### src/rtl/alu_pkg.sv
// rtl/alu_pkg.sv - ALU opcode type shared by the ALU and its result capture stage
package alu_pkg;

  typedef enum logic [2:0] {
    ADD,
    SUB,
    AND,
    OR,
    XOR,
    SHIFT_LEFT,
    SHIFT_RIGHT
  } alu_op_t;

  localparam int ALU_OP_W = $bits(alu_op_t);

endpackage

### src/rtl/alu_result_fifo.sv
// rtl/alu_result_fifo.sv - in-order show-ahead FIFO capturing ALU result, flags and opcode
// Optional ALU_RESULT_STATS_EN adds saturating zero/carry counters on accepted pushes.
module alu_result_fifo
  import alu_pkg::*;
#(
  parameter int N     = 16,
  parameter int DEPTH = 4
) (
  input  logic                       clk,
  input  logic                       rst,
  input  logic                       clear,
  input  logic                       in_valid,
  output logic                       in_ready,
  input  logic [N-1:0]               in_result,
  input  logic                       in_carry,
  input  logic                       in_zero,
  input  alu_op_t                    in_op,
  output logic                       out_valid,
  input  logic                       out_ready,
  output logic [N-1:0]               out_result,
  output logic                       out_carry,
  output logic                       out_zero,
  output alu_op_t                    out_op,
  output logic [$clog2(DEPTH+1)-1:0] level,
  output logic                       overflow
`ifdef ALU_RESULT_STATS_EN
  ,
  output logic [15:0]                zero_cnt,
  output logic [15:0]                carry_cnt
`endif
);

  localparam int AW = (DEPTH > 1) ? $clog2(DEPTH) : 1;
  localparam int LW = $clog2(DEPTH + 1);
  localparam int EW = ALU_OP_W + 2 + N;
  localparam logic [LW-1:0] FULL_LEVEL = LW'(DEPTH);

  logic [EW-1:0] mem [DEPTH];
  logic [AW-1:0] wr_ptr;
  logic [AW-1:0] rd_ptr;
  logic [EW-1:0] head;
  logic          push;
  logic          pop;

  // Readiness comes from the registered level only, so a same-cycle pop never frees a slot.
  assign in_ready  = (level != FULL_LEVEL);
  assign out_valid = (level != '0);
  assign push      = in_valid && in_ready && !clear;
  assign pop       = out_valid && out_ready && !clear;

  always_ff @(posedge clk) begin
    if (push) begin
      mem[wr_ptr] <= {in_op, in_carry, in_zero, in_result};
    end
  end

  always_ff @(posedge clk or posedge rst) begin
    if (rst) begin
      wr_ptr   <= '0;
      rd_ptr   <= '0;
      level    <= '0;
      overflow <= 1'b0;
    end else if (clear) begin
      wr_ptr   <= '0;
      rd_ptr   <= '0;
      level    <= '0;
      overflow <= 1'b0;
    end else begin
      if (push) begin
        wr_ptr <= wr_ptr + AW'(1);
      end
      if (pop) begin
        rd_ptr <= rd_ptr + AW'(1);
      end
      if (in_valid && !in_ready) begin
        overflow <= 1'b1;
      end
      case ({push, pop})
        2'b10:   level <= level + LW'(1);
        2'b01:   level <= level - LW'(1);
        default: level <= level;
      endcase
    end
  end

  // Head fields are masked while empty so stale storage never leaks to the consumer.
  assign head       = mem[rd_ptr];
  assign out_result = out_valid ? head[N-1:0] : '0;
  assign out_zero   = out_valid ? head[N] : 1'b0;
  assign out_carry  = out_valid ? head[N+1] : 1'b0;
  assign out_op     = out_valid ? alu_op_t'(head[EW-1 -: ALU_OP_W]) : ADD;

`ifdef ALU_RESULT_STATS_EN
  always_ff @(posedge clk or posedge rst) begin
    if (rst) begin
      zero_cnt  <= '0;
      carry_cnt <= '0;
    end else if (clear) begin
      zero_cnt  <= '0;
      carry_cnt <= '0;
    end else begin
      if (push && in_zero && (zero_cnt != 16'hFFFF)) begin
        zero_cnt <= zero_cnt + 16'd1;
      end
      if (push && in_carry && (carry_cnt != 16'hFFFF)) begin
        carry_cnt <= carry_cnt + 16'd1;
      end
    end
  end
`endif

endmodule
### config.mk
export PLATFORM = sky130hd
export DESIGN_NAME = alu_result_fifo
export DESIGN_NICKNAME = d
export VERILOG_FILES = /design/src/rtl/alu_pkg.sv /design/src/rtl/alu_result_fifo.sv
export SDC_FILE = /design/constraint.sdc
export NUM_CORES = 1
export LEC_CHECK = 0
export CAP_MARGIN = 30
export CORE_ASPECT_RATIO = 1.25
export CORE_MARGIN = 5
export CORE_UTILIZATION = 35
export CTS_CLUSTER_DIAMETER = 50
export DETAILED_ROUTE_END_ITERATION = 6
export GPL_ROUTABILITY_DRIVEN = 0
export SLEW_MARGIN = 20
export SYNTH_ARGS = -nofsm -noshare
export SYNTH_HDL_FRONTEND = slang
export SYNTH_SLANG_ARGS = --single-unit
### constraint.sdc
create_clock -name clk -period 2.6 [get_ports clk]
set_input_delay 0.39 -clock clk [delete_from_list [all_inputs] [get_ports clk]]
set_output_delay 0.39 -clock clk [all_outputs]
set_load 0.01 [all_outputs]
==> results.cfg, run 1 <==
[clock_network]
cts_tree = built
clock-sinks = 92
insertion_delay_ps = 330
numCtsBuffers = 9
clk_pin_slew_worst_paths_ps = 60
cts.hold.buffers_added = 0
h-tree-depth = 3
cts_root_buffer = clkbuf_16
clock_path_buffers = 2

[sta]
max_freq_ghz = 0.4090
timing.final.hold_violations = 0
grt_setup_unrepaired = false
drv_slew = 0
min_period_ps = 2445
tns_ps = 0
tightest_slew_ps = 391.7
fin_ws_ps = 154.9
setup_viol = 0
fin_skew_ps = 3.694
period_share = 0.9404
relSlewSlack = 0.7321

[power_and_ir_drop]
vdd_drop_max_mv = 0.3456
finalPower_mw = 3.990
leakage_nw = 1.623
cellPowerDensity_nw_per_um2 = 822.4

[setup_path]
slowest_delay_ps = 510
crit_buf_inv = 2
critPathRequiredTime_ps = 2210
worstReg2RegStart = level[1]
critPathSlowestCell = mux4_2
crit_start = rd_ptr[0]
critPathTopFamily = buffers and inverters
worstReg2RegEnd = level[1]
cp-end-kind = primary output
reg2reg_slack_ps = 420
critPathKind = reg2out
path_cells = buf_12 > mux4_2 > nor2b_1 > clkdlybuf4s50_1
cp-start-kind = flop
path_max_fanout = 13
ff2ff_path_depth = 6
cp_data_arrival_time_ps = 2060

[grt]
grt_max_degree = 23
grt_pass1_wl_um = 11160
first_global_vias = 2049
track_usage = 0.1158
grt.overflow.total = 0
grt_antenna_before_repair = 0

[route]
vias = 1981
drc = 0
firstDrtPassIters = 4
viasPerCell = 4.855
routed_wl_um = 7039
drt-initial-drc-count = 76
ant_nets = 0
wl_per_cell_um = 17.25

[synthesis]
synthFlopType = edfxtp_1
synth_cell_types = 39
synth_edf_count = 84
syn_nets = 234
synthesis.area_um2 = 3805
async_flop_share = 0.08696
ys_seq_area_frac = 0.7156
syn_avg_cell_area_um2 = 18.74
syn_inst = 203
synth-seq-cells = 92
synth-warning-count = 0

[cells_and_area]
layout_common_cells = edfxtp_1 (84), clkdlybuf4s50_1 (52), mux4_2 (21), nor2b_1 (21), buf_4 (16)
fin_nets = 302
mostFrequentLayoutCell = edfxtp_1
post-route-util = 0.4570
multi_input_area_um2 = 978.4
fillCellCount = 928
diodes = 0
drive_above_1_share = 0.2210
areaGrowthSynthToFinish_pct = 27.49
register_area_um2 = 2724

[run]
drv_cap = 0

[placed_design]
hpwlAfterDp_um = 4711
io_buffers = 52
dpl_worst_slack_ps = 205.7

[floorplanning]
io_pins = 53
initial_core_util = 0.3584
die_area_um2 = 13070
dieWidth_um = 103.3
core_um2 = 10620
die_h_um = 126.6
fp-row-count = 42

[status]
status = finished clean

[worst_hold_path]
hold_path_class = in2async
[per-stage QoR]
step | area, um^2 | instances | hold WS (ps)
after floorplan | 3805 | 203 | 205.7
after global placement | 4562 | 392 | 522.9
after detailed placement | 4562 | 392 | 532.4
after CTS | 4847 | 408 | 308.2
after global routing | 4851 | 408 | 337.2
final | 4851 | 408 | 309.6
[cells by family after synthesis]
group / share of synthesized area
fa+ha+maj: 0.01842
buf+inv: 0.02894
flops: 0.7156
mux: 0.1273
simple gates: 0.06971
compound gates: 0.03322
xor+xnor: 0.006907
[worst max-delay path by stage]
| stage | end | depth (start not counted) |
|---|---|---|
| final | out_result[6] | 4 |
| after global routing | out_result[2] | 4 |
| after CTS | out_op[0] | 4 |
| after detailed placement | level[1] | 7 |
| after global placement | level[1] | 7 |
| after floorplan | level[1] | 7 |
[Yosys cell counts (2+ instances only)]
cell type / n / share of area
nor2b_1: 21 / 0.035
and3_1: 4 / 0.0066
xor2_1: 2 / 0.0046
ha_1: 4 / 0.013
inv_1: 5 / 0.0049
nor2_1: 5 / 0.0049
nand2_1: 3 / 0.0030
nand3_1: 3 / 0.0039
dfrtp_1: 8 / 0.053
buf_6: 3 / 0.0089
edfxtp_1: 84 / 0.66
nand2b_1: 2 / 0.0033
o21ai_0: 2 / 0.0026
inv_2: 2 / 0.0020
mux4_2: 21 / 0.12
buf_2: 7 / 0.0092
a21oi_1: 5 / 0.0066
[layout make-up]
type / count / share of cell area
clock buffers: 11 / 0.04798
clock inverters: 5 / 0.01083
inverters: 7 / 0.005417
multi-input cells: 91 / 0.2017
flip-flops and latches: 92 / 0.5615
well taps: 132 / 0.03405
repair buffers: 70 / 0.1385
[registers in the layout (all words and copies together) (netlist names)]
| register | flops |
|---|---|
| rd_ptr | 2 |
| level | 3 |
| overflow | 1 |
| wr_ptr | 2 |
| mem | 84 |
[routing by layer]
layer,global-route usage,up-vias,wire length [um]
met4,0.04802,0,125
met1,0.1507,999,3011
met3,0.03240,8,342
met2,0.1813,42,3560
li1,-,932,-
met5,0,-,0
[where the power goes]
group	leakage [nW]	internal, mW	switching, mW
clock	0.141	0.740	0.492
sequential	0.870	1.68	0.0487
combinational	0.612	0.577	0.449
[what timing repair did]
action / 4_1_cts / 5_1_grt
setup buffers: 0 / 0
gates resized for setup: 0 / 1
endpoints found under the setup margin: 0 / 1
No activity file was read; power rests on OpenSTA's default activity.
==> run 2, diff against run 1 <==
--- a/config.mk
+++ b/config.mk
@@ -8,7 +8,7 @@
 export CAP_MARGIN = 30
 export CORE_ASPECT_RATIO = 1.25
 export CORE_MARGIN = 5
-export CORE_UTILIZATION = 35
+export CORE_UTILIZATION = 30
 export CTS_CLUSTER_DIAMETER = 50
 export DETAILED_ROUTE_END_ITERATION = 6
 export GPL_ROUTABILITY_DRIVEN = 0
==> constraint.sdc (replaced) <==
create_clock -name clk -period 2.4 [get_ports clk]
set_input_delay 0.36 -clock clk [delete_from_list [all_inputs] [get_ports clk]]
set_output_delay 0.36 -clock clk [all_outputs]
set_load 0.01 [all_outputs]
==> run 2 against run 1 <==
Global-route usage is 1.3 points lower. Total power is 11% higher. Sequential share of layout area is 1.1 points lower. Clock-buffer cell count is 2 lower. Non-clock buffer count is 2 higher. Via count is 0.50% higher. Final cell count is 9.3% higher. Combinational power is 6% higher. Register-to-register slack worse by 130 ps. Largest cell class unchanged. Highest routed layer unchanged.
==> results.cfg, run 2 (synthesized netlist as in run 1, its figures left out) <==
[status]
status = finished clean

[cells_and_area]
top_register = mem
top_regs = mem: 84 flops, level: 3 flops
mostFrequentLayoutCell = edfxtp_1
diodes = 0
layout_common_cells = edfxtp_1 (84), clkdlybuf4s50_1 (31), mux4_2 (21), nor2b_1 (21), buf_4 (18)
drive_above_1_share = 0.2338
post-route-util = 0.3945
fin_nets = 304
areaGrowthSynthToFinish_pct = 30.09
fillCellCount = 1209
final_cells = 446
largest_reg_flops = 84

[clock_network]
insertion_delay_ps = 330
cts_tree = built
cts.hold.buffers_added = 0
h-tree-depth = 3
cts_setup_buffers = 0
clock_path_buffers = 2
clock-sinks = 92
cts_root_buffer = clkbuf_16
numCtsBuffers = 9
clk_pin_slew_worst_paths_ps = 60
ctsResizeCount = 15

[power_and_ir_drop]
leakage_nw = 1.810
p_comb_frac = 0.247
vdd_drop_max_mv = 0.3268
seqPwrFrac = 0.420
internal-power_mw = 3.307
switching_power_mw = 1.117
swShare = 0.2525
p_clk_frac = 0.333
cellPowerDensity_nw_per_um2 = 893.6

[sta]
fin_skew_ps = 5.529
min_period_ps = 2266
timing.final.hold_violations = 0
grt_setup_unrepaired = false
fin_ws_ps = 133.7
setup_viol = 0
drv_slew = 0
max_freq_ghz = 0.4412
relSlewSlack = 0.7388
tightest_slew_ps = 381.9
hold_slack_ps = 278.5
period_share = 0.9443

[setup_path]
cp-end-kind = primary output
cp_data_arrival_time_ps = 1910
cp-start-kind = flop
critPathKind = reg2out
ff2ff_path_depth = 6
reg2reg_slack_ps = 290
path_max_fanout = 10
worstReg2RegStart = level[2]
worstReg2RegEnd = level[1]
critPathRequiredTime_ps = 2040

[placed_design]
io_buffers = 52
dpl.cell_count = 430
hpwlAfterDp_um = 4956
dpl_worst_slack_ps = 36.10

[route]
drc = 0
routed_wl_um = 7355
ant_nets = 0
firstDrtPassIters = 4
viasPerCell = 4.464
vias = 1991
drt-initial-drc-count = 76
wl_per_cell_um = 16.49

[worst_hold_path]
hold_path_class = in2async

[floorplanning]
dieWidth_um = 110.7
core_um2 = 12550
fp-row-count = 46
io_pins = 53
die_area_um2 = 15050
initial_core_util = 0.3033
die_h_um = 135.9

[grt]
track_usage = 0.1033
first_global_vias = 2171
grt_pass1_wl_um = 11770
grt_antenna_before_repair = 0
grt_max_degree = 16
grt.overflow.total = 0

[run]
drv_cap = 0
==> run 2: cell types whose count changed in the layout (fill, tap and decap cells not counted), moves of 2 or more <==
cell / previous run / this run
clkbuf_1: 2 / 0
dlymetal6s2s_1: 0 / 7
dlygate4sd2_1: 0 / 14
clkdlybuf4s50_1: 52 / 31
buf_4: 16 / 18
==> run 2: how the worst max path moves through the flow <==
stage	from	endpoint	slack, ps	depth (start not counted)
2_1_floorplan	level[1]	level[1]	210	7
3_3_place_gp	in_valid	level[1]	70	7
3_5_place_dp	in_valid	level[1]	40	7
4_1_cts	rd_ptr[0]	out_result[4]	-60	4
5_1_grt	level[2]	in_ready	60	3
6_report	level[2]	out_valid	130	4
==> run 2: critical path, stage by stage, from the launching register on <==
cell	delay [ps]
dfrtp_1	510
nor3_4	320
buf_4	230
inv_2	40
clkdlybuf4s50_1	470
==> run 2: layout make-up <==
type                       instances  area, um^2  area share
multi-input combinational         91       978.4      0.1977
timing repair buffer              72       695.7      0.1405
inverter                           7       26.28    0.005308
clock inverter                     7       90.09     0.01820
sequential                        92        2724      0.5503
tap                              168       210.2     0.04247
clock buffer                       9       225.2     0.04550
==> run 2: through the flow <==
| step | power (mW) | setup TNS [ps] | area, um^2 |
|---|---|---|---|
| 2_1_floorplan | 2.526 | 0 | 3805 |
| 6_report | 4.423 | 0 | 4950 |
| 3_5_place_dp | 3.071 | 0 | 4622 |
| 5_1_grt | 4.661 | 0 | 4950 |
| 4_1_cts | 4.494 | -323.6 | 4923 |
| 3_3_place_gp | 3.060 | 0 | 4622 |
==> run 2: power by group through the flow <==
stage,sequential (mW),clock (mW),combinational (mW)
after floorplan,1.89,0,0.638
after global placement,1.89,0,1.17
after detailed placement,1.89,0,1.18
after CTS,1.86,1.51,1.13
after global routing,1.87,1.59,1.20
final,1.86,1.47,1.09
==> run 2: layer usage <==
metal	track usage	vias up	share of wire	wire, um
li1	-	934	-	-
met1	0.1255	995	0.42	3118
met2	0.1714	53	0.51	3741
met4	0.03491	0	0.015	107
met5	0	-	0	0
met3	0.03740	9	0.053	388
